**src/rtl/cva6_cfg_dump.sv**
```systemverilog
// Configuration read-back block: packs the elaborated core configuration into an 8-word table
// and serves it both as a valid/ready stream dump and as a 1-cycle random-access read port.

package cva6_cfg_dump_pkg;

    typedef struct packed {
        int unsigned XLEN;
        int unsigned VLEN;
        int unsigned PLEN;
        int unsigned GPLEN;
        bit          RVA;
        bit          RVB;
        bit          RVC;
        bit          RVD;
        bit          RVF;
        bit          RVH;
        bit          RVS;
        bit          RVU;
        bit          RVV;
        bit          RVZCB;
        bit          RVZCMP;
        bit          RVZCMT;
        bit          RVZiCond;
        bit          RVZicntr;
        bit          RVZihpm;
        bit          ZKN;
        bit          XF16;
        bit          XF16ALT;
        bit          XF8;
        bit          XFVec;
        bit          CvxifEn;
        bit          SuperscalarEn;
        bit          MmuPresent;
        bit          DebugEn;
        int unsigned NR_SB_ENTRIES;
        int unsigned NrCommitPorts;
        int unsigned NrIssuePorts;
        int unsigned NrWbPorts;
        int unsigned NrRgprPorts;
        int unsigned NUM_THREADS;
        int unsigned ICACHE_SET_ASSOC;
        int unsigned ICACHE_INDEX_WIDTH;
        int unsigned ICACHE_LINE_WIDTH;
        int unsigned DCACHE_SET_ASSOC;
        int unsigned DCACHE_INDEX_WIDTH;
        int unsigned DCACHE_LINE_WIDTH;
        int unsigned InstrTlbEntries;
        int unsigned DataTlbEntries;
        int unsigned NrPMPEntries;
        int unsigned FETCH_WIDTH;
    } cva6_cfg_t;

    localparam cva6_cfg_t cva6_cfg_empty = '0;

endpackage

module cva6_cfg_dump
    import cva6_cfg_dump_pkg::*;
#(
    parameter cva6_cfg_t  CVA6Cfg = cva6_cfg_empty,
    parameter logic [7:0] Version = 8'd1
) (
    input  logic        clk_i,
    input  logic        rst_i,
    input  logic        start_i,
    input  logic        abort_i,
    output logic        valid_o,
    input  logic        ready_i,
    output logic [31:0] data_o,
    output logic [2:0]  index_o,
    output logic        last_o,
    output logic        busy_o,
    input  logic        rd_req_i,
    input  logic [3:0]  rd_addr_i,
    output logic        rd_valid_o,
    output logic [31:0] rd_data_o,
    output logic        rd_err_o
);

    // Every field is cut down to its slot width; word 7 is a checksum over words 0..6.
    function automatic logic [7:0][31:0] build_table(input cva6_cfg_t cfg, input logic [7:0] ver);
        logic [7:0][31:0] t;
        t    = '0;
        t[0] = {8'hCF, 8'hA6, 8'h00, ver};
        t[1] = {cfg.XLEN[7:0], cfg.VLEN[7:0], cfg.PLEN[7:0], cfg.GPLEN[7:0]};
        t[2] = {8'h00,
                cfg.DebugEn, cfg.MmuPresent, cfg.SuperscalarEn, cfg.CvxifEn,
                cfg.XFVec, cfg.XF8, cfg.XF16ALT, cfg.XF16,
                cfg.ZKN, cfg.RVZihpm, cfg.RVZicntr, cfg.RVZiCond,
                cfg.RVZCMT, cfg.RVZCMP, cfg.RVZCB, cfg.RVV,
                cfg.RVU, cfg.RVS, cfg.RVH, cfg.RVF,
                cfg.RVD, cfg.RVC, cfg.RVB, cfg.RVA};
        t[3] = {cfg.NR_SB_ENTRIES[7:0], cfg.NrCommitPorts[3:0], cfg.NrIssuePorts[3:0],
                cfg.NrWbPorts[3:0], cfg.NrRgprPorts[3:0], cfg.NUM_THREADS[7:0]};
        t[4] = {cfg.ICACHE_SET_ASSOC[7:0], cfg.ICACHE_INDEX_WIDTH[7:0], cfg.ICACHE_LINE_WIDTH[15:0]};
        t[5] = {cfg.DCACHE_SET_ASSOC[7:0], cfg.DCACHE_INDEX_WIDTH[7:0], cfg.DCACHE_LINE_WIDTH[15:0]};
        t[6] = {cfg.InstrTlbEntries[7:0], cfg.DataTlbEntries[7:0], cfg.NrPMPEntries[7:0],
                cfg.FETCH_WIDTH[7:0]};
        t[7] = t[0] ^ t[1] ^ t[2] ^ t[3] ^ t[4] ^ t[5] ^ t[6];
        return t;
    endfunction

    localparam logic [7:0][31:0] CfgTable = build_table(CVA6Cfg, Version);

    typedef enum logic {
        IDLE,
        STREAM
    } state_e;

    state_e     state_q, state_d;
    logic [2:0] idx_q, idx_d;

    always_ff @(posedge clk_i) begin
        if (rst_i) begin
            state_q <= IDLE;
            idx_q   <= '0;
        end else begin
            state_q <= state_d;
            idx_q   <= idx_d;
        end
    end

    // Abort outranks acceptance, and start is only honoured from IDLE.
    always_comb begin
        state_d = state_q;
        idx_d   = idx_q;
        valid_o = 1'b0;
        data_o  = '0;
        index_o = '0;
        last_o  = 1'b0;
        busy_o  = 1'b0;
        case (state_q)
            IDLE: begin
                if (start_i) begin
                    state_d = STREAM;
                    idx_d   = '0;
                end
            end
            STREAM: begin
                valid_o = 1'b1;
                data_o  = CfgTable[idx_q];
                index_o = idx_q;
                last_o  = (idx_q == 3'd7);
                busy_o  = 1'b1;
                if (abort_i) begin
                    state_d = IDLE;
                    idx_d   = '0;
                end else if (ready_i) begin
                    if (idx_q == 3'd7) begin
                        state_d = IDLE;
                        idx_d   = '0;
                    end else begin
                        idx_d = idx_q + 3'd1;
                    end
                end
            end
            default: begin
                state_d = IDLE;
                idx_d   = '0;
            end
        endcase
    end

    logic        rd_valid_q;
    logic        rd_err_q;
    logic [31:0] rd_data_q;

    // Out-of-range addresses answer with an error flag and zero data.
    always_ff @(posedge clk_i) begin
        if (rst_i) begin
            rd_valid_q <= 1'b0;
            rd_err_q   <= 1'b0;
            rd_data_q  <= '0;
        end else begin
            rd_valid_q <= rd_req_i;
            rd_err_q   <= rd_req_i & rd_addr_i[3];
            rd_data_q  <= (rd_req_i && !rd_addr_i[3]) ? CfgTable[rd_addr_i[2:0]] : '0;
        end
    end

    assign rd_valid_o = rd_valid_q;
    assign rd_err_o   = rd_err_q;
    assign rd_data_o  = rd_data_q;

endmodule

```
**config.mk**
```make
export PLATFORM = sky130hd
export DESIGN_NAME = cva6_cfg_dump
export DESIGN_NICKNAME = d
export VERILOG_FILES = /design/src/rtl/cva6_cfg_dump.sv
export SDC_FILE = /design/constraint.sdc
export NUM_CORES = 1
export LEC_CHECK = 0
export BUFFER_PORTS_ARGS = -buffer_cell sky130_fd_sc_hd__buf_2
export CAP_MARGIN = 40
export CORE_MARGIN = 8
export CORE_UTILIZATION = 40
export CTS_CLUSTER_SIZE = 25
export DETAILED_ROUTE_END_ITERATION = 10
export MAX_ROUTING_LAYER = met4
export PLACE_DENSITY = 0.9
export SLEW_MARGIN = 20
export SYNTH_ARGS = -nofsm -noshare
export SYNTH_HDL_FRONTEND = slang
export SYNTH_SLANG_ARGS = --single-unit
```
**constraint.sdc**
```tcl
create_clock -name clk_i -period 2.3 [get_ports clk_i]
set_input_delay 0.23 -clock clk_i [delete_from_list [all_inputs] [get_ports clk_i]]
set_output_delay 0.23 -clock clk_i [all_outputs]
set_load 0.005 [all_outputs]
```
==> results of run 1 <==
==> stage by stage <==
stage               cells  cell area (µm²)
floorplan             146             1040
global placement      149              791
CTS                   152              813
global route          152              813
detailed placement    149              791
finish                152              813
==> report_power, final <==
part / total (mW) / internal (mW) / switching (mW)
combinational: 0.0698 / 0.0265 / 0.0433
sequential: 0.148 / 0.143 / 0.00449
clock: 0.0991 / 0.0592 / 0.0399
total: 0.316 / 0.229 / 0.0877
==> worst max path at each step <==
| stage | endpoint | slack, ns | depth (start not counted) |
|---|---|---|---|
| global route | flip-flop | 0.65 | 5 |
| detailed placement | flip-flop | 0.72 | 5 |
| CTS | flip-flop | 0.72 | 5 |
| global placement | flip-flop | 0.79 | 5 |
| floorplan | flip-flop | 0.82 | 5 |
| finish | flip-flop | 0.73 | 5 |
==> cells by family after synthesis <==
logic type,after synthesis
AO/OA/AOI/OAI,8
buffers and inverters,64
adder cells (fa/ha/maj),2
other,1
multiplexers,1
flip-flops,8
AND/OR/NAND/NOR,21
==> layout make-up <==
class,instances,area (µm²)
Multi-Input combinational cell,74,400
Sequential cell,8,160
Timing Repair Buffer,39,195
Fill cell,237,1340
Clock buffer,3,22.5
Tap cell,28,35.0
==> cell usage after synthesis (all sizes together) (2+ instances only) <==
cell,instances
nor3b,2
and2,6
ha,2
a21oi,3
dfxtp,8
nor2,5
and4bb,2
buf,64
nor2b,2
==> routing by layer <==
| metal | GRT usage, % | vias up | wire [µm] |
|---|---|---|---|
| met5 | - | - | 0 |
| met4 | 2.28 | 0 | 0 |
| met3 | 4.59 | 0 | 187 |
| met2 | 15.0 | 35 | 921 |
| met1 | 6.40 | 234 | 595 |
| li1 | - | 274 | - |
==> results_dict.tcl, run 1 <==
set metrics [dict create \
    die_y_um 63.1 \
    final_cell_mix "42 x conb_1, 39 x buf_2, 8 x dfxtp_1" \
    synthMuxAreaShare_pct 1.13 \
    synth_area_per_cell_um2 8.45 \
    status "complete, no violations" \
    cts_resized 0 \
    r2r_start "idx_q[1]" \
    cap_violations 0 \
    path_common_cell "ha_1" \
    cts_hold_buf 0 \
    rsz0062_at_grt "false" \
    async_flop_share_pct 0 \
    whs_endpoint "rd_data_o[30]" \
    drtAntennaViolNets 0 \
    yosysSeqAreaShare_pct 18.1 \
    synth_area_leaders "buf_4 54%, dfxtp_1 18%, and2_2 4.2%" \
    htreeDepth 1 \
    cts_root_buf "clkbuf_4" \
    synthesis.area_um2 887 \
    hpwl_um 1580 \
    r2r_slack_ns 0.73 \
    synth_adder_area_share_pct 2.82 \
    critPathKind "reg2reg" \
    synth_top_family_by_area "buffers and inverters" \
    cp-start-kind "flip-flop" \
    cp.arrival_ns 1.70 \
    cp-end-kind "flip-flop" \
    syn2layout_area_growth_pct -8.32 \
    drive_above_1_share_pct 40.3 \
    grt_usage_pct 7.98 \
    post_drt_wl_per_cell_um 11.2 \
    startpoint "idx_q[1]" \
    synth_compound_area_share_pct 6.91 \
    hold_start "rd_addr_i[3]" \
    grt_pass1_vias 575 \
    worst_ep_required_time_ns 2.42 \
    initialDrtViolationCount 2 \
    nNetsFinal 138 \
    crit_fanout 4 \
    drt_pass1_iterations 4 \
    start_util_pct 41.3 \
    slowest_stage "dfxtp_1" \
    crit_family "compound AO/OA/AOI/OAI gates" \
    power_mw 0.316 \
    holdPathStages 2 \
    diodes 0 \
    synth_xor_area_share_pct 0 \
    vias 543 \
    power_density_nw_per_um2 389 \
    yosysTopAreaCell "buf_4" \
    path_cells "ha_1, ha_1, a221o_1, a311oi_1, a21oi_1" \
    synth_edf_count 0 \
    tns_ns 0 \
    final_common_cell "conb_1" \
    synth-main-ff-cell "dfxtp_1" \
    ys_ff_latch 8 \
    synth-simple-area-share_pct 16.5 \
    grt_pass1_wl_um 2680 \
    fmax_mhz 635 \
    gp_congestion 0.693 \
    slowest_delay_ns 0.34 \
    period_share_pct 68.5 \
    cts_tree "built" \
    synth.top_cell.area_share_pct 54.2 \
    antenna_found_initial 0 \
    ioPinCount 82 \
    grt_max_degree 14 \
    die-area_um2 3980 \
    grt-ovfl-total 0 \
    min_period_ns 1.57 \
    wl_um 1700 \
    r2r_cells 5 \
    timing.final.hold_violations 0 \
    drc 0 \
    cts_buffers 3 \
    fin_util_pct 37.9 \
    synth_warnings 0 \
    timing_max_transition_violations_final 0 \
    io_buffers 39 \
    vdd_drop_max_v 0.000241 \
    setup_slack_ns 0.725 \
    leakage_nw 0.506 \
    die_w_um 63.1 \
    synth_cells 105 \
    crit_buf_inv 0 \
    row_count 17 \
    coreArea_um2 2150 \
    clk_path_buf_depth 2 \
    pre_cts_ws_ns 0.721 \
    clock_latency_ns 0.24 \
    clk_pin_slew_ns 0.05 \
    worst_clock_skew_ns 0.000957 \
    cts_setup_buffers 0 \
    setup_viol 0 \
    holdWs_ns 0.163 \
    cts.sink_count 8 \
    hold_path_class "in2reg" \
    synth.distinct_cells 23 \
    via_per_inst 3.57 \
]
Note: power is estimated with default switching activity, not from simulation.
==> inputs of run 2 (changes only) <==
--- a/config.mk
+++ b/config.mk
@@ -5,14 +5,15 @@
 export SDC_FILE = /design/constraint.sdc
 export NUM_CORES = 1
 export LEC_CHECK = 0
+export ABC_AREA = 1
 export BUFFER_PORTS_ARGS = -buffer_cell sky130_fd_sc_hd__buf_2
 export CAP_MARGIN = 40
 export CORE_MARGIN = 8
-export CORE_UTILIZATION = 40
+export CORE_UTILIZATION = 34
 export CTS_CLUSTER_SIZE = 25
 export DETAILED_ROUTE_END_ITERATION = 10
 export MAX_ROUTING_LAYER = met4
-export PLACE_DENSITY = 0.9
+export PLACE_DENSITY = 0.81
 export SLEW_MARGIN = 20
 export SYNTH_ARGS = -nofsm -noshare
 export SYNTH_HDL_FRONTEND = slang
==> constraint.sdc (replaced) <==
create_clock -name clk_i -period 1.31 [get_ports clk_i]
set_input_delay 0.131 -clock clk_i [delete_from_list [all_inputs] [get_ports clk_i]]
set_output_delay 0.131 -clock clk_i [all_outputs]
set_load 0.005 [all_outputs]
==> run 2 against run 1 <==
Die area increased by 16%. Worst setup slack got worse by 0.68 ns. Via count increased by 16%. Utilization decreased by 4.7 points. Sequential power increased by 81%. Routed wire length increased by 0.82%. Flip-flop and latch count unchanged. Clock skew about the same. Combinational power increased to 2.5 times the previous value. Register-to-register slack got worse by 0.68 ns. Total power increased by 99%. Non-clock buffer count increased by 2.
==> results_dict.tcl, run 2 <==
set metrics [dict create \
    nNetsFinal 163 \
    worst_clock_skew_ns 0.000584 \
    dpl_cell_area_um2 841 \
    r2r_slack_ns 0.04 \
    synth_cells 128 \
    power_density_nw_per_um2 713 \
    synthesis.area_um2 922 \
    fin_util_pct 33.1 \
    timing.final.hold_violations 0 \
    hpwl_um 1590 \
    leakage_nw 0.615 \
    grt-ovfl-total 0 \
    synth_most_common_cell "buf_4" \
    row_count 19 \
    hold_path_class "in2reg" \
    r2r_start "idx_q[0]" \
    final_common_cell "conb_1" \
    ys_ff_latch 8 \
    vdd_drop_max_v 0.000226 \
    synth-main-ff-cell "dfxtp_1" \
    via_per_inst 3.49 \
    cts_root_buf "clkbuf_4" \
    crit_fanout 2 \
    tns_ns 0 \
    cp-start-kind "flip-flop" \
    synth_common_cells "63 x buf_4, 17 x nand2_1, 15 x inv_1" \
    antenna_found_initial 0 \
    holdWs_ns 0.0684 \
    wl_um 1720 \
    cap_violations 0 \
    diodes 0 \
    period_share_pct 96.7 \
    vias 629 \
    gp_congestion 0.811 \
    cp.arrival_ns 1.41 \
    final_cell_mix "42 x conb_1, 39 x buf_2, 17 x nand2_1" \
    die_w_um 68.1 \
    clk_pin_slew_ns 0.06 \
    ioPinCount 82 \
    io_buffers 39 \
    worst_ep_required_time_ns 1.45 \
    timing_max_transition_violations_final 0 \
    synth_area_leaders "buf_4 51%, dfxtp_1 17%, nand2_1 6.9%" \
    clk_path_buf_depth 2 \
    r2r_cells 7 \
    yosysSeqAreaShare_pct 17.4 \
    drt_pass1_iterations 4 \
    grt_max_degree 12 \
    synth_warnings 0 \
    setup_viol 0 \
    setup_slack_ns 0.0435 \
    startpoint "idx_q[0]" \
    drive_above_1_share_pct 36.9 \
    drc 0 \
    async_flop_share_pct 0 \
    grt_usage_pct 6.13 \
    min_period_ns 1.27 \
    dp_cells 177 \
    synth_area_per_cell_um2 7.20 \
    fmax_mhz 790 \
    synth_edf_count 0 \
    drtAntennaViolNets 0 \
    power_mw 0.629 \
    start_util_pct 34.6 \
    yosysTopAreaCell "buf_4" \
    critPathKind "reg2reg" \
    cts_buffers 3 \
    htreeDepth 1 \
    die_y_um 68.1 \
    coreArea_um2 2660 \
    status "complete, no violations" \
    cp-end-kind "flip-flop" \
    syn2layout_area_growth_pct -4.34 \
    pre_cts_ws_ns 0.0117 \
    die-area_um2 4630 \
    initialDrtViolationCount 38 \
    grt_pass1_wl_um 2150 \
    cts_hold_buf 0 \
    fin_cells 180 \
    post_drt_wl_per_cell_um 9.54 \
    synth.top_cell.area_share_pct 51.3 \
    cts_tree "built" \
    fin_area_um2 882 \
    cts.sink_count 8 \
    clock_latency_ns 0.24 \
    grt_pass1_vias 537 \
    synth.distinct_cells 17 \
]
run 2: cells by family after synthesis:
kind of cell | after synthesis | synth area share [%]
AND/OR/NAND/NOR | 34 | 18.5
buffers and inverters | 79 | 58.6
AO/OA/AOI/OAI | 4 | 2.44
flip-flops | 8 | 17.4
other | 1 | 0.407
adder cells (fa/ha/maj) | 2 | 2.71
run 2: where the power goes:
group / switching (mW) / total, mW / leakage (nW) / internal (mW)
clock: 0.0807 / 0.185 / 0.0138 / 0.105
combinational: 0.107 / 0.175 / 0.535 / 0.0678
sequential: 0.0105 / 0.268 / 0.0670 / 0.258
run 2: how the worst min path moves through the flow:
stage                      start       endpoint  slack [ns]  cells past startpoint
finish              rd_addr_i[1]  rd_data_o[30]        0.07                      2
global placement    rd_addr_i[1]  rd_data_o[30]        0.32                      2
CTS                 rd_addr_i[1]  rd_data_o[30]        0.06                      2
global route        rd_addr_i[1]  rd_data_o[30]        0.06                      2
floorplan                  rst_i        state_q        0.20                      1
detailed placement  rd_addr_i[1]  rd_data_o[30]        0.32                      2
run 2: critical path, stage by stage (launching register included):
cell	delay [ns]
dfxtp_2	0.32
ha_2	0.19
ha_4	0.26
nand3_1	0.08
nand3_2	0.09
nand3_1	0.09
nand3_1	0.09
nand2_1	0.05
run 2: layer usage:
layer	vias to the layer above	track usage, %	routed length (µm)
met4	0	3.84	25
met3	2	1.47	224
li1	324	-	-
met5	-	-	0
met2	38	11.3	943
met1	265	5.54	525
run 2: area by class of cell:
cell class / count / area [µm²]
repair buffers: 41 / 210
well taps: 31 / 38.8
inverters: 15 / 56.3
multi-input cells: 82 / 390
flip-flops and latches: 8 / 164
clock buffers: 3 / 22.5
fillers: 300 / 1780
run 2: repair_timing:
action / 4_1_cts / 5_1_grt
setup buffers: 0 / 0
resized for setup: 1 / 6
gates cloned: 0 / 0
setup endpoints to repair: 12 / 13
